### src/rtl/prefix_add_pipe.sv
// ---------------------------------------------------------------------------
// prefix_add_pipe
//
// Pipelined Kogge-Stone parallel-prefix adder/subtractor with a valid/ready
// handshake on both sides.
//
// Pipeline layout (LAT = LEVELS + 2 register stages):
//   stage 0         : operand conditioning (p/g, carry-in folded into bit 0)
//   stages 1..LEVELS: one Kogge-Stone prefix level each
//   output stage    : sum / cout / ovf registers
//
// Ports:
//   clk        in   rising-edge clock
//   rst_n      in   asynchronous active-low reset
//   in_valid   in   operand beat valid
//   in_ready   out  beat is accepted this cycle (low only while stalled)
//   a, b       in   WIDTH-bit operands
//   cin        in   carry-in (add mode only)
//   sub        in   0: a + b + cin, 1: a - b (as a + ~b + 1)
//   out_valid  out  result beat valid
//   out_ready  in   consumer accepts the result
//   sum        out  WIDTH-bit result, modulo 2^WIDTH
//   cout       out  carry out of the MSB (sub: 1 = no borrow)
//   ovf        out  two's-complement overflow of the performed operation
// ---------------------------------------------------------------------------
module prefix_add_pipe #(
    parameter int WIDTH  = 8,
    parameter int LEVELS = $clog2(WIDTH),
    parameter int LAT    = LEVELS + 2
) (
    input  logic             clk,
    input  logic             rst_n,
    input  logic             in_valid,
    output logic             in_ready,
    input  logic [WIDTH-1:0] a,
    input  logic [WIDTH-1:0] b,
    input  logic             cin,
    input  logic             sub,
    output logic             out_valid,
    input  logic             out_ready,
    output logic [WIDTH-1:0] sum,
    output logic             cout,
    output logic             ovf
);

    localparam logic [WIDTH-1:0] ONES = '1;

    // One prefix level at distance d: bits below d pass through, the rest
    // merge with the group ending d positions lower.
    function automatic logic [WIDTH-1:0] prefix_g(input logic [WIDTH-1:0] g,
                                                  input logic [WIDTH-1:0] p,
                                                  input int               d);
        return g | (p & (g << d));
    endfunction

    function automatic logic [WIDTH-1:0] prefix_p(input logic [WIDTH-1:0] p,
                                                  input int               d);
        // ~(ONES << d) keeps the low d bits of p untouched
        return p & ((p << d) | ~(ONES << d));
    endfunction

    // Global stall: one enable for every stage, so bubbles move with beats
    logic w_stall;
    assign w_stall   = out_valid & ~out_ready;
    assign in_ready  = ~w_stall;

    // Valid bits: index 0 = stage 0, LEVELS = last prefix level,
    // LAT-1 = output stage.
    logic [LAT-1:0] r_vld;

    // Datapath registers, indexed by stage (0 = input register)
    logic [WIDTH-1:0] r_g  [0:LEVELS];
    logic [WIDTH-1:0] r_pp [0:LEVELS-1];   // group propagate, not needed after the last level
    logic [WIDTH-1:0] r_p  [0:LEVELS];     // original bitwise propagate
    logic             r_c0 [0:LEVELS];
    logic             r_sa [0:LEVELS];
    logic             r_sb [0:LEVELS];

    logic [WIDTH-1:0] r_sum;
    logic             r_cout;
    logic             r_ovf;

    // ---- stage 0: operand conditioning ----
    logic [WIDTH-1:0] w_b_eff;
    logic [WIDTH-1:0] w_p_in;
    logic [WIDTH-1:0] w_g_in;
    logic             w_c0;

    always_comb begin
        w_b_eff = sub ? ~b : b;
        w_c0    = sub | cin;
        w_p_in  = a ^ w_b_eff;
        w_g_in  = a & w_b_eff;
        // Folding the carry-in into bit 0 makes G[i] the true carry out of bit i
        w_g_in[0] = w_g_in[0] | (w_p_in[0] & w_c0);
    end

    always_ff @(posedge clk or negedge rst_n) begin
        if (!rst_n) begin
            r_vld <= '0;
        end else if (!w_stall) begin
            r_vld <= {r_vld[LAT-2:0], in_valid};
        end
    end

    always_ff @(posedge clk) begin
        if (!w_stall) begin
            r_g[0]  <= w_g_in;
            r_pp[0] <= w_p_in;
            r_p[0]  <= w_p_in;
            r_c0[0] <= w_c0;
            r_sa[0] <= a[WIDTH-1];
            r_sb[0] <= w_b_eff[WIDTH-1];

            // ---- stages 1..LEVELS: prefix levels ----
            for (int k = 1; k <= LEVELS; k++) begin
                r_g[k]  <= prefix_g(r_g[k-1], r_pp[k-1], 1 << (k - 1));
                r_p[k]  <= r_p[k-1];
                r_c0[k] <= r_c0[k-1];
                r_sa[k] <= r_sa[k-1];
                r_sb[k] <= r_sb[k-1];
            end
            for (int k = 1; k < LEVELS; k++) begin
                r_pp[k] <= prefix_p(r_pp[k-1], 1 << (k - 1));
            end
        end
    end

    // ---- output stage ----
    logic [WIDTH-1:0] w_carry;
    logic [WIDTH-1:0] w_sum;
    logic             w_cout;
    logic             w_ovf;

    always_comb begin
        w_carry = {r_g[LEVELS][WIDTH-2:0], r_c0[LEVELS]};
        w_sum   = r_p[LEVELS] ^ w_carry;
        w_cout  = r_g[LEVELS][WIDTH-1];
        // Same as carry-into-MSB xor carry-out: equal operand signs and a
        // result sign that differs from them.
        w_ovf   = (r_sa[LEVELS] == r_sb[LEVELS]) & (w_sum[WIDTH-1] ^ r_sa[LEVELS]);
    end

    // Result registers only load real beats, so bubbles never disturb them
    always_ff @(posedge clk or negedge rst_n) begin
        if (!rst_n) begin
            r_sum  <= '0;
            r_cout <= 1'b0;
            r_ovf  <= 1'b0;
        end else if (!w_stall && r_vld[LEVELS]) begin
            r_sum  <= w_sum;
            r_cout <= w_cout;
            r_ovf  <= w_ovf;
        end
    end

    assign out_valid = r_vld[LAT-1];
    assign sum       = r_sum;
    assign cout      = r_cout;
    assign ovf       = r_ovf;

endmodule
### config.mk
export PLATFORM = sky130hd
export DESIGN_NAME = prefix_add_pipe
export DESIGN_NICKNAME = d
export VERILOG_FILES = /design/src/rtl/prefix_add_pipe.sv
export SDC_FILE = /design/constraint.sdc
export NUM_CORES = 1
export LEC_CHECK = 0
export ABC_AREA = 1
export CORE_MARGIN = 2
export CORE_UTILIZATION = 44
export DETAILED_ROUTE_END_ITERATION = 8
export PLACE_DENSITY = 0.69
export SETUP_SLACK_MARGIN = 0.3
export SYNTH_ARGS = -nofsm -noshare
export SYNTH_HDL_FRONTEND = slang
export SYNTH_SLANG_ARGS = --single-unit
### constraint.sdc
create_clock -name clk -period 4.8 [get_ports clk]
set_input_delay 1.2 -clock clk [delete_from_list [all_inputs] [get_ports clk]]
set_output_delay 1.2 -clock clk [all_outputs]
set_load 0.005 [all_outputs]
==> flow_metrics.env <==
export IMPL_tritoncts="yes"
export IMPL_p_sw_w=0.000650
export IMPL_pwr_share_comb_pct=19.8
export IMPL_syn_inst=221
export IMPL_ir_drop_mv=0.219
export IMPL_numPortBuffers=33
export IMPL_multiInputGateArea_um2=633
export IMPL_r2r_start="r_vld[4]$_DFFE_PN0N_"
export IMPL_numCtsBuffers=9
export IMPL_critPathKind="input port to output pin"
export IMPL_hold_path_class="flip-flop to flip-flop"
export IMPL_maxSlewViolCount=0
export IMPL_setup_violations=0
export IMPL_final_hold_violation_count=0
export IMPL_drtAntennaViolNets=0
export IMPL_n_antenna_cell=0
export IMPL_netlist_area_leader_share_pct=69.8
export IMPL_pwr_share_seq_pct=62.0
export IMPL_cp_max_fo=5
export IMPL_cts_sinks=101
export IMPL_cts_buffer_depth=2
export IMPL_r2r_end="r_g[0][0]$_DFFE_PN_"
export IMPL_startpoint="out_ready"
export IMPL_post_cts_buffers=0
export IMPL_grt_pass1_wl_um=7120
export IMPL_grt_max_degree=93
export IMPL_die_area_um2=9160
export IMPL_required_ns=3.60
export IMPL_ctsHoldBuffers=0
export IMPL_area_growth_pct=16.3
export IMPL_fillerInstances=679
export IMPL_fin_skew_ns=0.00635
export IMPL_power_density_nw_per_um2=580
export IMPL_synth_ff_type="edfxtp_1"
export IMPL_fin_setup_tns_ns=0
export IMPL_drive_gt1_share_pct=8.92
export IMPL_yosysMostFrequentCell="edfxtp_1"
export IMPL_die_x_um=95.7
export IMPL_synth_seq_cells=101
export IMPL_maxCapViolCount=0
export IMPL_reg2regPathDepth=4
export IMPL_layout_area_seq_um2=2960
export IMPL_endpoint="in_ready"
export IMPL_clock_latency_ns=0.35
export IMPL_antenna_found_initial=0
export IMPL_end_kind="output pin"
export IMPL_grt_setup_unrepaired="false"
export IMPL_internal_power_w=0.00185
export IMPL_gr_total_overflow=0
export IMPL_avgRoutedWirePerCell_um=11.5
export IMPL_ys_top_cells_by_count="edfxtp_1 (86), nand2_1 (42), inv_1 (19)"
export IMPL_yosysWarningCount=0
export IMPL_fin_cells=374
export IMPL_place_inst=358
export IMPL_maxSlewHeadroom_pct=29.1
export IMPL_route_detailed_drc=0
export IMPL_hpwl_um=2830
export IMPL_path_clk_slew_ns=0.08
export IMPL_fin_crit_sh_pct=76.3
export IMPL_synth_largest_area_cell="edfxtp_1"
export IMPL_gp_congestion=0.722
export IMPL_ys_types=17
export IMPL_drt_wl_total_um=4310
export IMPL_max_slew_worst_pin_slew_ns=1.06
export IMPL_leakage_nw=1.78
export IMPL_drt_iter0_drc=105
export IMPL_h_tree_depth=3
export IMPL_async_reset_ff_share_pct=14.9
export IMPL_sw_frac_of_total_pct=26.0
export IMPL_synth_area_top_cells="edfxtp_1 (70%), dfrtp_1 (10%), nand2_1 (4.3%)"
export IMPL_status="completed"
export IMPL_grt_pass1_vias=1556
export IMPL_seq_area_frac_synth_pct=79.9
export IMPL_fmax_ghz=0.273
export IMPL_synth_nets=251
export IMPL_drt_pass1_iterations=4
export IMPL_fin_nets=294
export IMPL_pin_count=34
export IMPL_coreArea_um2=8180
export IMPL_root_buffer="clkbuf_8"
export IMPL_synth_edff_count=86
export IMPL_r2r_slack_ns=3.00
export IMPL_grtUsageTotal_pct=10.9
export IMPL_core_rowCount=33
export IMPL_netlist_area_um2=3700
export IMPL_vias_per_cell=4.44
export IMPL_worstPathArrival_ns=2.46
export IMPL_start_kind="input port"
export IMPL_hold_slack_ns=0.417
export IMPL_die_h_um=95.7
export IMPL_syn_avg_cell_area_um2=16.7
export IMPL_period_minus_slack_ns=3.66
export IMPL_pwr_share_clk_pct=18.1
export IMPL_start_util_pct=45.3
export IMPL_vias=1660
export IMPL_finalPower_w=0.00249
export IMPL_post_cts_resized=0
-- sequential cells by signal, indices dropped and copies added, names as in the netlist --
| name | count |
|---|---|
| ovf | 1 |
| r_pp | 13 |
| r_p | 29 |
| r_vld | 5 |
| r_g | 32 |
| r_sa | 4 |
| r_c0 | 4 |
| r_sb | 4 |
| sum | 8 |
| cout | 1 |
-- cell usage in the layout, fill, tap and decap left out, types with 3 or more instances in the layout --
| cell | count |
|---|---|
| edfxtp_1 | 86 |
| nand2_1 | 42 |
| clkdlybuf4s50_1 | 33 |
| inv_1 | 18 |
| a21o_1 | 16 |
| dfrtp_1 | 15 |
| clkbuf_8 | 10 |
| xor2_1 | 8 |
| ha_1 | 8 |
| xnor2_1 | 7 |
| o21ai_2 | 7 |
| clkbuf_1 | 4 |
| clkinv_2 | 3 |
| o21ai_0 | 3 |
| nand3_1 | 3 |
-- layout make-up --
class	count	area share [%]
clock buffers	14	3.55
clock inverters	2	0.233
inverters	20	1.83
multi-input cells	98	14.7
flip-flops and latches	101	68.8
well taps	105	3.05
repair buffers	34	7.85
-- cells by family (layout without fill, tap and decap cells) --
family,Yosys count,count (layout),synth area share (%)
fa+ha+maj,8,8,2.71
flops,101,101,79.9
buf+inv,22,70,2.94
compound gates,26,26,5.31
xor+xnor,15,15,3.55
simple gates,49,49,5.55
-- stage by stage --
stage | utilization (%) | worst slack, ns | instance area (um^2)
after CTS | 52.6 | 1.10 | 4300
after floorplan | - | 0.590 | 3700
after detailed placement | 50.6 | 1.11 | 4140
after global placement | 50.6 | 1.11 | 4140
final | 52.6 | 1.14 | 4300
after global routing | 52.6 | 1.07 | 4300
-- critical path, stage by stage --
cell and delay [ns]:
clkdlybuf4s50_1 0.44, nor2_4 0.22, clkinv_2 0.08, clkdlybuf4s50_1 0.52
-- how the worst min path moves through the flow --
stage / from / slack (ns) / cells past startpoint / end
floorplan: r_c0[0]$_DFFE_PN_ / 0.40 / 0 / r_c0[1]$_DFFE_PN_
global placement: r_sa[1]$_DFFE_PN_ / 0.40 / 0 / r_sa[2]$_DFFE_PN_
detailed placement: r_p[2][4]$_DFFE_PN_ / 0.40 / 0 / r_p[3][4]$_DFFE_PN_
CTS: r_p[2][4]$_DFFE_PN_ / 0.42 / 0 / r_p[3][4]$_DFFE_PN_
global route: r_c0[0]$_DFFE_PN_ / 0.42 / 0 / r_c0[1]$_DFFE_PN_
finish: r_c0[0]$_DFFE_PN_ / 0.42 / 0 / r_c0[1]$_DFFE_PN_
-- layer usage --
metal	wire, um	share of wire, %	track usage (%)
met4	131	3.0	7.50
met1	1920	44	13.4
met2	2060	48	16.5
met5	0	0	0
met3	205	4.8	3.52
-- power by group through the flow --
stage	clock network [W]	logic, W	registers (W)
floorplan	0	0.000339	0.00154
global placement	0	0.000491	0.00156
detailed placement	0	0.000507	0.00158
CTS	0.000472	0.000509	0.00156
global route	0.000506	0.000565	0.00159
finish	0.000453	0.000495	0.00155
Note: power is estimated with default switching activity, not from simulation.
